[src/rtl/ofs_plat_host_chan_intr_engine.sv]
`default_nettype none
// ============================================================================
// Module   : ofs_plat_host_chan_intr_engine
// Purpose  : Multi-vector interrupt request engine. CSR writes raise vectors
//            into a pending set. Pending vectors are issued one at a time,
//            selected round-robin, on a valid/ready request port. Host
//            responses retire them from the outstanding set.
// Optional : `define OFS_PLAT_HOST_CHAN_INTR_TIMEOUT_EN to build the
//            outstanding-request watchdog. Without it err_timeout is tied 0.
// Ports    : clk, reset                  - clock, synchronous active-high reset
//            trig_valid, trig_mask       - CSR trigger strobe and vector mask
//            status_clr                  - clears counters and sticky flags
//            intr_req_valid/ready/id     - request handshake to host channel
//            intr_rsp_valid/id           - response strobe from host channel
//            pending, outstanding        - per-vector state
//            rsp_count, coalesce_count   - retired responses, merged triggers
//            err_unexpected_rsp          - sticky bad-response flag
//            err_timeout                 - sticky watchdog flag
// Revision : 1.0 - initial release
// ============================================================================
module ofs_plat_host_chan_intr_engine #(
  parameter int NUM_INTR_IDS    = 4,
  parameter int MAX_OUTSTANDING = 4,
  parameter int COUNT_WIDTH     = 32,
  parameter int TIMEOUT_CYCLES  = 65535,
  localparam int IDW = (NUM_INTR_IDS > 1) ? $clog2(NUM_INTR_IDS) : 1
) (
  input  logic                    clk,
  input  logic                    reset,
  input  logic                    trig_valid,
  input  logic [NUM_INTR_IDS-1:0] trig_mask,
  input  logic                    status_clr,
  output logic                    intr_req_valid,
  input  logic                    intr_req_ready,
  output logic [IDW-1:0]          intr_req_id,
  input  logic                    intr_rsp_valid,
  input  logic [IDW-1:0]          intr_rsp_id,
  output logic [NUM_INTR_IDS-1:0] pending,
  output logic [NUM_INTR_IDS-1:0] outstanding,
  output logic [COUNT_WIDTH-1:0]  rsp_count,
  output logic [COUNT_WIDTH-1:0]  coalesce_count,
  output logic                    err_unexpected_rsp,
  output logic                    err_timeout
);

  localparam int             OCW         = $clog2(NUM_INTR_IDS + 1);
  localparam logic [IDW:0]   NUM_IDS_EXT = (IDW + 1)'(NUM_INTR_IDS);
  localparam logic [IDW-1:0] LAST_ID     = IDW'(NUM_INTR_IDS - 1);
  localparam logic [OCW-1:0] MAX_OUT_C   = OCW'(MAX_OUTSTANDING);

  if (NUM_INTR_IDS < 1 || NUM_INTR_IDS > 64 || MAX_OUTSTANDING < 1 ||
      MAX_OUTSTANDING > NUM_INTR_IDS || COUNT_WIDTH < 1 || TIMEOUT_CYCLES < 1)
  begin : g_bad_params
    $error("ofs_plat_host_chan_intr_engine: parameter out of range");
  end

  typedef enum logic [0:0] {
    ST_IDLE = 1'b0,
    ST_REQ  = 1'b1
  } state_t;

  state_t                  state_q;
  logic                    req_valid_q;
  logic [IDW-1:0]          req_id_q;
  logic [IDW-1:0]          rr_q;

  logic [NUM_INTR_IDS-1:0] pending_q,     pending_d;
  logic [NUM_INTR_IDS-1:0] outstanding_q, outstanding_d;
  logic [OCW-1:0]          out_cnt_q,     out_cnt_d;
  logic [COUNT_WIDTH-1:0]  rsp_count_q,   rsp_count_d;
  logic [COUNT_WIDTH-1:0]  coal_count_q,  coal_count_d;
  logic                    err_rsp_q,     err_rsp_d;

  logic                    hs;
  logic [NUM_INTR_IDS-1:0] hs_oh;
  logic [NUM_INTR_IDS-1:0] rsp_oh;
  logic                    rsp_in_range;
  logic                    rsp_ok;
  logic                    rsp_bad;
  logic                    coalesce;
  logic [NUM_INTR_IDS-1:0] eligible;
  logic                    issue_gate;
  logic                    sel_found;
  logic [IDW-1:0]          sel_id;
  logic [IDW:0]            cand;

  // Ids at or beyond NUM_INTR_IDS shift out of the vector and yield zero.
  function automatic logic [NUM_INTR_IDS-1:0] id_onehot(input logic [IDW-1:0] id);
    return NUM_INTR_IDS'(1) << id;
  endfunction

  assign hs           = req_valid_q & intr_req_ready;
  assign hs_oh        = hs ? id_onehot(req_id_q) : '0;
  assign rsp_oh       = id_onehot(intr_rsp_id);
  assign rsp_in_range = ({1'b0, intr_rsp_id} < NUM_IDS_EXT);
  // A handshaking id is not yet outstanding, so a response to it lands here
  // as unexpected rather than racing the set.
  assign rsp_ok       = intr_rsp_valid & rsp_in_range & (|(outstanding_q & rsp_oh));
  assign rsp_bad      = intr_rsp_valid & ~rsp_ok;
  assign coalesce     = trig_valid & (|(trig_mask & pending_q));
  assign eligible     = pending_q & ~outstanding_q;
  assign issue_gate   = (out_cnt_q < MAX_OUT_C);

  // Round-robin pick: first eligible id at or after rr_q, wrapping at
  // NUM_INTR_IDS (which need not be a power of two).
  always_comb begin
    sel_found = 1'b0;
    sel_id    = '0;
    cand      = '0;
    for (int i = 0; i < NUM_INTR_IDS; i++) begin
      cand = {1'b0, rr_q} + (IDW + 1)'(i);
      if (cand >= NUM_IDS_EXT) begin
        cand = cand - NUM_IDS_EXT;
      end
      if (!sel_found && (|(eligible & id_onehot(cand[IDW-1:0])))) begin
        sel_found = 1'b1;
        sel_id    = cand[IDW-1:0];
      end
    end
  end

  // Request FSM. The request registers in IDLE and is held through REQ, so a
  // new trigger on the same vector never disturbs a request already offered.
  always_ff @(posedge clk) begin
    if (reset) begin
      state_q     <= ST_IDLE;
      req_valid_q <= 1'b0;
      req_id_q    <= '0;
      rr_q        <= '0;
    end else begin
      case (state_q)
        ST_IDLE: begin
          if (sel_found && issue_gate) begin
            req_id_q    <= sel_id;
            req_valid_q <= 1'b1;
            state_q     <= ST_REQ;
          end
        end
        ST_REQ: begin
          if (intr_req_ready) begin
            req_valid_q <= 1'b0;
            rr_q        <= (req_id_q == LAST_ID) ? '0 : req_id_q + IDW'(1);
            state_q     <= ST_IDLE;
          end
        end
        default: begin
          req_valid_q <= 1'b0;
          state_q     <= ST_IDLE;
        end
      endcase
    end
  end

  always_comb begin
    // Trigger is applied after the handshake clear so a same-cycle re-trigger
    // leaves the vector pending for a later re-issue.
    pending_d     = (pending_q & ~hs_oh) | (trig_valid ? trig_mask : '0);
    outstanding_d = (outstanding_q & ~(rsp_ok ? rsp_oh : '0)) | hs_oh;

    out_cnt_d = out_cnt_q;
    if (hs && !rsp_ok) begin
      out_cnt_d = out_cnt_q + OCW'(1);
    end else if (!hs && rsp_ok) begin
      out_cnt_d = out_cnt_q - OCW'(1);
    end

    rsp_count_d  = status_clr ? '0 : rsp_count_q  + COUNT_WIDTH'(rsp_ok);
    coal_count_d = status_clr ? '0 : coal_count_q + COUNT_WIDTH'(coalesce);
    err_rsp_d    = status_clr ? 1'b0 : (err_rsp_q | rsp_bad);
  end

  always_ff @(posedge clk) begin
    if (reset) begin
      pending_q     <= '0;
      outstanding_q <= '0;
      out_cnt_q     <= '0;
      rsp_count_q   <= '0;
      coal_count_q  <= '0;
      err_rsp_q     <= 1'b0;
    end else begin
      pending_q     <= pending_d;
      outstanding_q <= outstanding_d;
      out_cnt_q     <= out_cnt_d;
      rsp_count_q   <= rsp_count_d;
      coal_count_q  <= coal_count_d;
      err_rsp_q     <= err_rsp_d;
    end
  end

`ifdef OFS_PLAT_HOST_CHAN_INTR_TIMEOUT_EN
  localparam int            TW        = $clog2(TIMEOUT_CYCLES + 1);
  localparam logic [TW-1:0] TIMEOUT_C = TW'(TIMEOUT_CYCLES);

  logic [TW-1:0] wd_q;
  logic          err_to_q;

  // Watchdog restarts whenever the engine is quiet or a response retires,
  // and saturates at the limit so the sticky flag keeps re-asserting.
  always_ff @(posedge clk) begin
    if (reset) begin
      wd_q     <= '0;
      err_to_q <= 1'b0;
    end else begin
      if ((outstanding_q == '0) || rsp_ok) begin
        wd_q <= '0;
      end else if (wd_q != TIMEOUT_C) begin
        wd_q <= wd_q + TW'(1);
      end

      if (status_clr) begin
        err_to_q <= 1'b0;
      end else if (wd_q == TIMEOUT_C) begin
        err_to_q <= 1'b1;
      end
    end
  end

  assign err_timeout = err_to_q;
`else
  assign err_timeout = 1'b0;
`endif

  assign intr_req_valid     = req_valid_q;
  assign intr_req_id        = req_id_q;
  assign pending            = pending_q;
  assign outstanding        = outstanding_q;
  assign rsp_count          = rsp_count_q;
  assign coalesce_count     = coal_count_q;
  assign err_unexpected_rsp = err_rsp_q;

endmodule
`default_nettype wire

[config.mk]
export PLATFORM = sky130hd
export DESIGN_NAME = ofs_plat_host_chan_intr_engine
export DESIGN_NICKNAME = d
export VERILOG_FILES = /design/src/rtl/ofs_plat_host_chan_intr_engine.sv
export SDC_FILE = /design/constraint.sdc
export NUM_CORES = 1
export LEC_CHECK = 0
export CAP_MARGIN = 20
export CORE_ASPECT_RATIO = 0.5
export CORE_MARGIN = 3
export CORE_UTILIZATION = 50
export DETAILED_ROUTE_END_ITERATION = 12
export PLACE_DENSITY = 0.79
export SLEW_MARGIN = 10
export SYNTH_ARGS = -nofsm -noshare
export SYNTH_HDL_FRONTEND = slang
export SYNTH_SLANG_ARGS = --single-unit
[constraint.sdc]
create_clock -name clk -period 3.1 [get_ports clk]
set_input_delay 0.31 -clock clk [delete_from_list [all_inputs] [get_ports clk]]
set_output_delay 0.31 -clock clk [all_outputs]
set_load 0.1 [all_outputs]
==> results of run 1 <==
[cells in the final DEF (no fill, tap or decap), types with 2 or more instances in the layout]
cell,instances
nor4_1,12
a311oi_1,2
nand3b_1,17
nand4_1,12
and2_1,10
bufinv_16,2
a21oi_1,17
o21ai_0,13
inv_1,18
clkbuf_16,9
ha_1,15
nor3_2,2
clkdlybuf4s50_1,66
nor4_4,2
nand2_1,26
xnor2_1,42
buf_4,32
clkbuf_8,2
and3_1,4
dfxtp_1,78
nand3_1,23
xor2_1,14
or3_1,7
and4_1,8
nor2_1,72
a22oi_1,6
nor3_1,18
dfxtp_2,4
[worst max-delay path, cell delays in order]
cell and delay (ps):
clkdlybuf4s50_1 460, mux4_2 380, and2_1 160, ha_1 190
ha_1 230, nand4_2 130, or4_4 630, or3_1 370
a21oi_1 150
[synthesized netlist by cell type (all sizes together)]
library cell   n
a211oi         1
a21boi         1
a21oi         17
a22oi          6
a311oi         2
a31o           1
and2          10
and3           5
and4           8
buf            4
clkbuf        15
conb           1
dfxtp         82
fa             1
ha            15
inv           18
mux2i          1
mux4           1
nand2         26
nand2b         1
nand3         23
nand3b        17
nand4         13
nor2          72
nor2b          1
nor3          20
nor3b          1
nor4          14
o21ai         13
o22a           1
o41a           1
or2            1
or3            8
or4            1
xnor2         42
xor2          14
[kinds of logic after synthesis]
| family | Yosys count |
|---|---|
| other | 1 |
| buffers and inverters | 37 |
| AND/OR/NAND/NOR | 221 |
| XOR/XNOR | 56 |
| multiplexers | 2 |
| flip-flops | 82 |
| adder cells (fa/ha/maj) | 16 |
| AO/OA/AOI/OAI | 43 |
[stage by stage]
stage | total power, uW | setup WS, ps | hold slack (ps) | instance area [um2]
final | 2786 | 343.8 | 480.4 | 5251
after global routing | 2899 | 239.4 | 506.5 | 5251
after CTS | 2806 | 355.8 | 490.5 | 5251
after detailed placement | 1654 | 1.682 | 477.4 | 4921
after global placement | 1646 | 90.49 | 451.4 | 4921
after floorplan | 1534 | 124.0 | 404.8 | 3968
[routing by layer]
layer / vias up / routed length, um / track usage
li1: 1748 / - / -
met1: 1605 / 4123 / 0.2361
met2: 78 / 4380 / 0.3724
met3: 8 / 387 / 0.05362
met4: 0 / 65 / 0.05759
met5: - / 0 / 0
[where the power goes]
part	internal [uW]	total, uW	switching (uW)
combinational	151	486	334
sequential	1100	1150	54.5
clock	749	1150	400
total	2000	2790	789
[worst paths after layout]
check / endpoint / depth (start not counted) / slack (ps) / start
setup / recovery: rsp_count[22] / 9 / 340 / intr_rsp_id[0]
hold / removal: err_unexpected_rsp / 2 / 480 / err_unexpected_rsp
setup reg to reg: rsp_count[22] / 8 / 520 / outstanding[0]
hold reg to reg: err_unexpected_rsp / 2 / 480 / err_unexpected_rsp
[registers in the layout (all words and copies together) (netlist names)]
| name | flops |
|---|---|
| pending | 4 |
| coalesce_count | 32 |
| out_cnt_q | 3 |
| err_unexpected_rsp | 1 |
| rsp_count | 32 |
| state_q | 1 |
| outstanding | 4 |
| intr_req_id | 2 |
| intr_req_valid | 1 |
| rr_q | 2 |
[final cells by class]
type | count | area [um2]
well taps | 108 | 135.1
multi-input cells | 339 | 2171
flip-flops and latches | 82 | 1647
inverters | 18 | 67.56
clock buffers | 12 | 256.5
repair buffers | 98 | 900.9
clock inverters | 4 | 73.82
fillers | 596 | 2263
==> results.sh, run 1 <==
export IMPL_status="complete, no violations"
export IMPL_critical_path_arrival_ps=3020
export IMPL_yosys_area_top_type="dfxtp_1"
export IMPL_worstSetupPathType="in2reg"
export IMPL_rsz0062_at_grt="false"
export IMPL_grt_pass1_vias=3275
export IMPL_grt_antenna_before_repair=0
export IMPL_insertion_delay_ps=330
export IMPL_cp_required_ps=3360
export IMPL_cts_tree="yes"
export IMPL_synth_avg_cell_area_um2=8.652
export IMPL_synth_top_area_share=0.4143
export IMPL_routed_wl_um=8957
export IMPL_ir_drop_uv=569.5
export IMPL_postLayoutCoreUtil=0.6988
export IMPL_drt_iter0_drc=138
export IMPL_syn_nets=486
export IMPL_postSynthCellCount=458
export IMPL_cts_buffers=9
export IMPL_holdBufCountCts=0
export IMPL_hold_viol=0
export IMPL_slew_viol_final=0
export IMPL_cts_buffer_depth=2
export IMPL_max_cap_violations=0
export IMPL_synth_compound_area_share=0.06473
export IMPL_synth_area_top_cells="dfxtp_1 (41%), xnor2_1 (9.3%), nor2_1 (6.8%)"
export IMPL_synth_top_family_by_area="simple AND/OR/NAND/NOR gates"
export IMPL_synthAdderAreaFrac=0.05242
export IMPL_route_detailed_drc=0
export IMPL_die_area_um2=9094
export IMPL_muxShareOfSynthArea=0.008210
export IMPL_synth_simple_area_share=0.2978
export IMPL_place_hpwl_um=6582
export IMPL_period_share=0.8891
export IMPL_synthDistinctLibCells=43
export IMPL_drt_pass1_iter_count=4
export IMPL_track_usage=0.2008
export IMPL_clockRootBuffer="clkbuf_16"
export IMPL_row_count=22
export IMPL_htree_levels=3
export IMPL_crit_fanout=6
export IMPL_diodes=0
export IMPL_vias=3439
export IMPL_min_path_type="reg2reg"
export IMPL_gp_congestion=0.7869
export IMPL_grt_overflow_total=0
export IMPL_final_cells=661
export IMPL_p_leak_uw=0.001821
export IMPL_clkSinkCount=82
export IMPL_wl_per_cell_um=13.55
export IMPL_clkTransAtPathRegs_ps=60
export IMPL_synthesis_area_um2=3963
export IMPL_min_period_ps=2756
export IMPL_fin_tns_setup_ps=0
export IMPL_core_um2=7515
export IMPL_grt_pass1_wl_um=14790
export IMPL_cellPowerDensity_nw_per_um2=530.5
export IMPL_dieWidth_um=131.9
export IMPL_synth_seq_cells=82
export IMPL_grt_max_degree=22
export IMPL_cts_repair_resized=0
export IMPL_initial_core_util=0.5273
export IMPL_setup_viol=0
export IMPL_nets=576
export IMPL_io_pins=89
export IMPL_drtAntennaViolNets=0
export IMPL_skew_ps=6.639
export IMPL_fp_dieH_um=68.95
export IMPL_synth_warnings=0
export IMPL_avgViaCountPerCell=5.203
export IMPL_numPlacedInstances=645
export IMPL_relSlewSlack=0.3380
export IMPL_worst_pin_slew_ps=989.8
export IMPL_cts_setup_buffers=0
export IMPL_yosysSeqAreaShare=0.4143
export IMPL_drive_gt1_frac=0.1121
export IMPL_syn2layout_area_growth_pct=32.52
export IMPL_synth_xor_area_frac=0.1238
export IMPL_worst_setup_path_end_kind="register"
export IMPL_port_buffers=87
export IMPL_max_freq_ghz=0.3628
export IMPL_startpoint_type="input pin"
Note: power is estimated with default switching activity, not from simulation.
==> inputs of run 2 (changes only) <==
--- a/config.mk
+++ b/config.mk
@@ -7,7 +7,6 @@
 export LEC_CHECK = 0
 export CAP_MARGIN = 20
 export CORE_ASPECT_RATIO = 0.5
-export CORE_MARGIN = 3
 export CORE_UTILIZATION = 50
 export DETAILED_ROUTE_END_ITERATION = 12
 export PLACE_DENSITY = 0.79
==> results.sh, run 2 (synthesis gave the netlist of run 1 again) <==
export IMPL_status="complete, no violations"
export IMPL_cts_buffers=9
export IMPL_relSlewSlack=0.3263
export IMPL_cts_tree="yes"
export IMPL_initial_core_util=0.5292
export IMPL_critical_path_arrival_ps=2910
export IMPL_grt_overflow_total=0
export IMPL_clkTransAtPathRegs_ps=60
export IMPL_skew_ps=8.560
export IMPL_diodes=0
export IMPL_holdBufCountCts=0
export IMPL_ir_drop_uv=483.5
export IMPL_cts_repair_resized=0
export IMPL_syn2layout_area_growth_pct=31.70
export IMPL_setup_viol=0
export IMPL_dieWidth_um=127.9
export IMPL_grt_pass1_vias=3155
export IMPL_nets=575
export IMPL_cts_setup_buffers=0
export IMPL_power_uw=2657
export IMPL_max_freq_ghz=0.3702
export IMPL_grt_antenna_before_repair=0
export IMPL_grt_pass1_wl_um=15060
export IMPL_die_area_um2=8307
export IMPL_hold_viol=0
export IMPL_worstSetupPathType="in2reg"
export IMPL_r2r_start="outstanding[1]"
export IMPL_drive_gt1_frac=0.1034
export IMPL_grt_max_degree=27
export IMPL_avgViaCountPerCell=5.331
export IMPL_layout_commonest_cell="dfxtp_1"
export IMPL_cts_buffer_depth=2
export IMPL_place_hpwl_um=6415
export IMPL_track_usage=0.2344
export IMPL_clockRootBuffer="clkbuf_16"
export IMPL_max_cap_violations=0
export IMPL_numPlacedInstances=644
export IMPL_startpoint="intr_rsp_id[0]"
export IMPL_vias=3513
export IMPL_drtAntennaViolNets=0
export IMPL_drt_iter0_drc=177
export IMPL_startpoint_type="input pin"
export IMPL_insertion_delay_ps=330
export IMPL_final_cells=659
export IMPL_r2r_slack_ps=530
export IMPL_gp_congestion=0.7948
export IMPL_min_period_ps=2702
export IMPL_drt_pass1_iter_count=5
export IMPL_min_path_type="reg2reg"
export IMPL_setup_worst_path_end="rsp_count[30]"
export IMPL_cp_required_ps=3310
export IMPL_row_count=22
export IMPL_rsz0062_at_grt="false"
export IMPL_core_um2=7487
export IMPL_period_share=0.8715
export IMPL_hold_depth=2
export IMPL_io_pins=89
export IMPL_fp_dieH_um=64.95
export IMPL_setup_ws_ps=398.4
export IMPL_slew_viol_final=0
export IMPL_final_cell_mix="dfxtp_1 (78), nor2_1 (72), clkdlybuf4s50_1 (69)"
export IMPL_routed_wl_um=8986
export IMPL_route_detailed_drc=0
export IMPL_worst_pin_slew_ps=1007
export IMPL_port_buffers=87
export IMPL_worst_setup_path_end_kind="register"
export IMPL_wl_per_cell_um=13.64
export IMPL_fin_tns_setup_ps=0
export IMPL_timing_rr_end="rsp_count[30]"
export IMPL_crit_fanout=6
export IMPL_cellPowerDensity_nw_per_um2=509.2
export IMPL_rr_worst_depth=9
export IMPL_htree_levels=3
export IMPL_p_leak_uw=0.001792
export IMPL_dp_slack_ps=56.85
export IMPL_clkSinkCount=82
-- run 2: cell count changes in the layout (fill, tap and decap cells not counted), sizes merged --
cell / previous run / this run
clkdlybuf4s50: 66 / 69
clkinv: 2 / 3
buf: 32 / 28
bufinv: 2 / 1
clkinvlp: 0 / 1
clkbuf: 12 / 10
-- run 2: per-stage QoR --
stage	hold WS [ps]	utilization	instance area [um2]
final	478.1	0.6970	5219
after global routing	505.7	0.6970	5219
after CTS	478.7	0.6970	5219
after detailed placement	465.4	0.6589	4933
after global placement	462.3	0.6589	4933
after floorplan	404.8	-	3968
-- run 2: worst min-delay path by stage --
stage / startpoint / end / slack, ps
2_1_floorplan: intr_req_ready / intr_req_valid / 400
3_3_place_gp: err_unexpected_rsp / err_unexpected_rsp / 460
3_5_place_dp: err_unexpected_rsp / err_unexpected_rsp / 470
4_1_cts: err_unexpected_rsp / err_unexpected_rsp / 480
5_1_grt: err_unexpected_rsp / err_unexpected_rsp / 510
6_report: err_unexpected_rsp / err_unexpected_rsp / 480
-- run 2: critical path, cell delays in order --
cell and delay (ps):
clkdlybuf4s50_1 450, mux4_2 360, and2_1 150, ha_1 190, ha_1 220, nand4_2 140
or4_4 630, nor4_4 240, xnor2_1 150, nor2_1 50
-- run 2: area by class of cell --
type / count / area (um2)
fill: 634 / 2268
timing repair buffer: 97 / 913.4
inverter: 18 / 67.56
tap: 108 / 135.1
sequential: 82 / 1647
clock buffer: 10 / 229.0
clock inverter: 5 / 56.30
multi-input combinational: 339 / 2171
-- run 2: per-layer routing --
metal | up-vias | wire (um) | track usage
met2 | 98 | 4277 | 0.3886
met3 | 11 | 380 | 0.05698
met4 | 0 | 140 | 0.08529
met5 | - | 0 | 0
li1 | 1756 | - | -
met1 | 1648 | 4188 | 0.2985
-- run 2: report_power, final --
part | switching, uW | leakage (uW) | internal [uW]
clock network | 401 | 0.000138 | 617
logic | 332 | 0.000989 | 152
registers | 57.3 | 0.000665 | 1100
total | 791 | 0.00179 | 1870
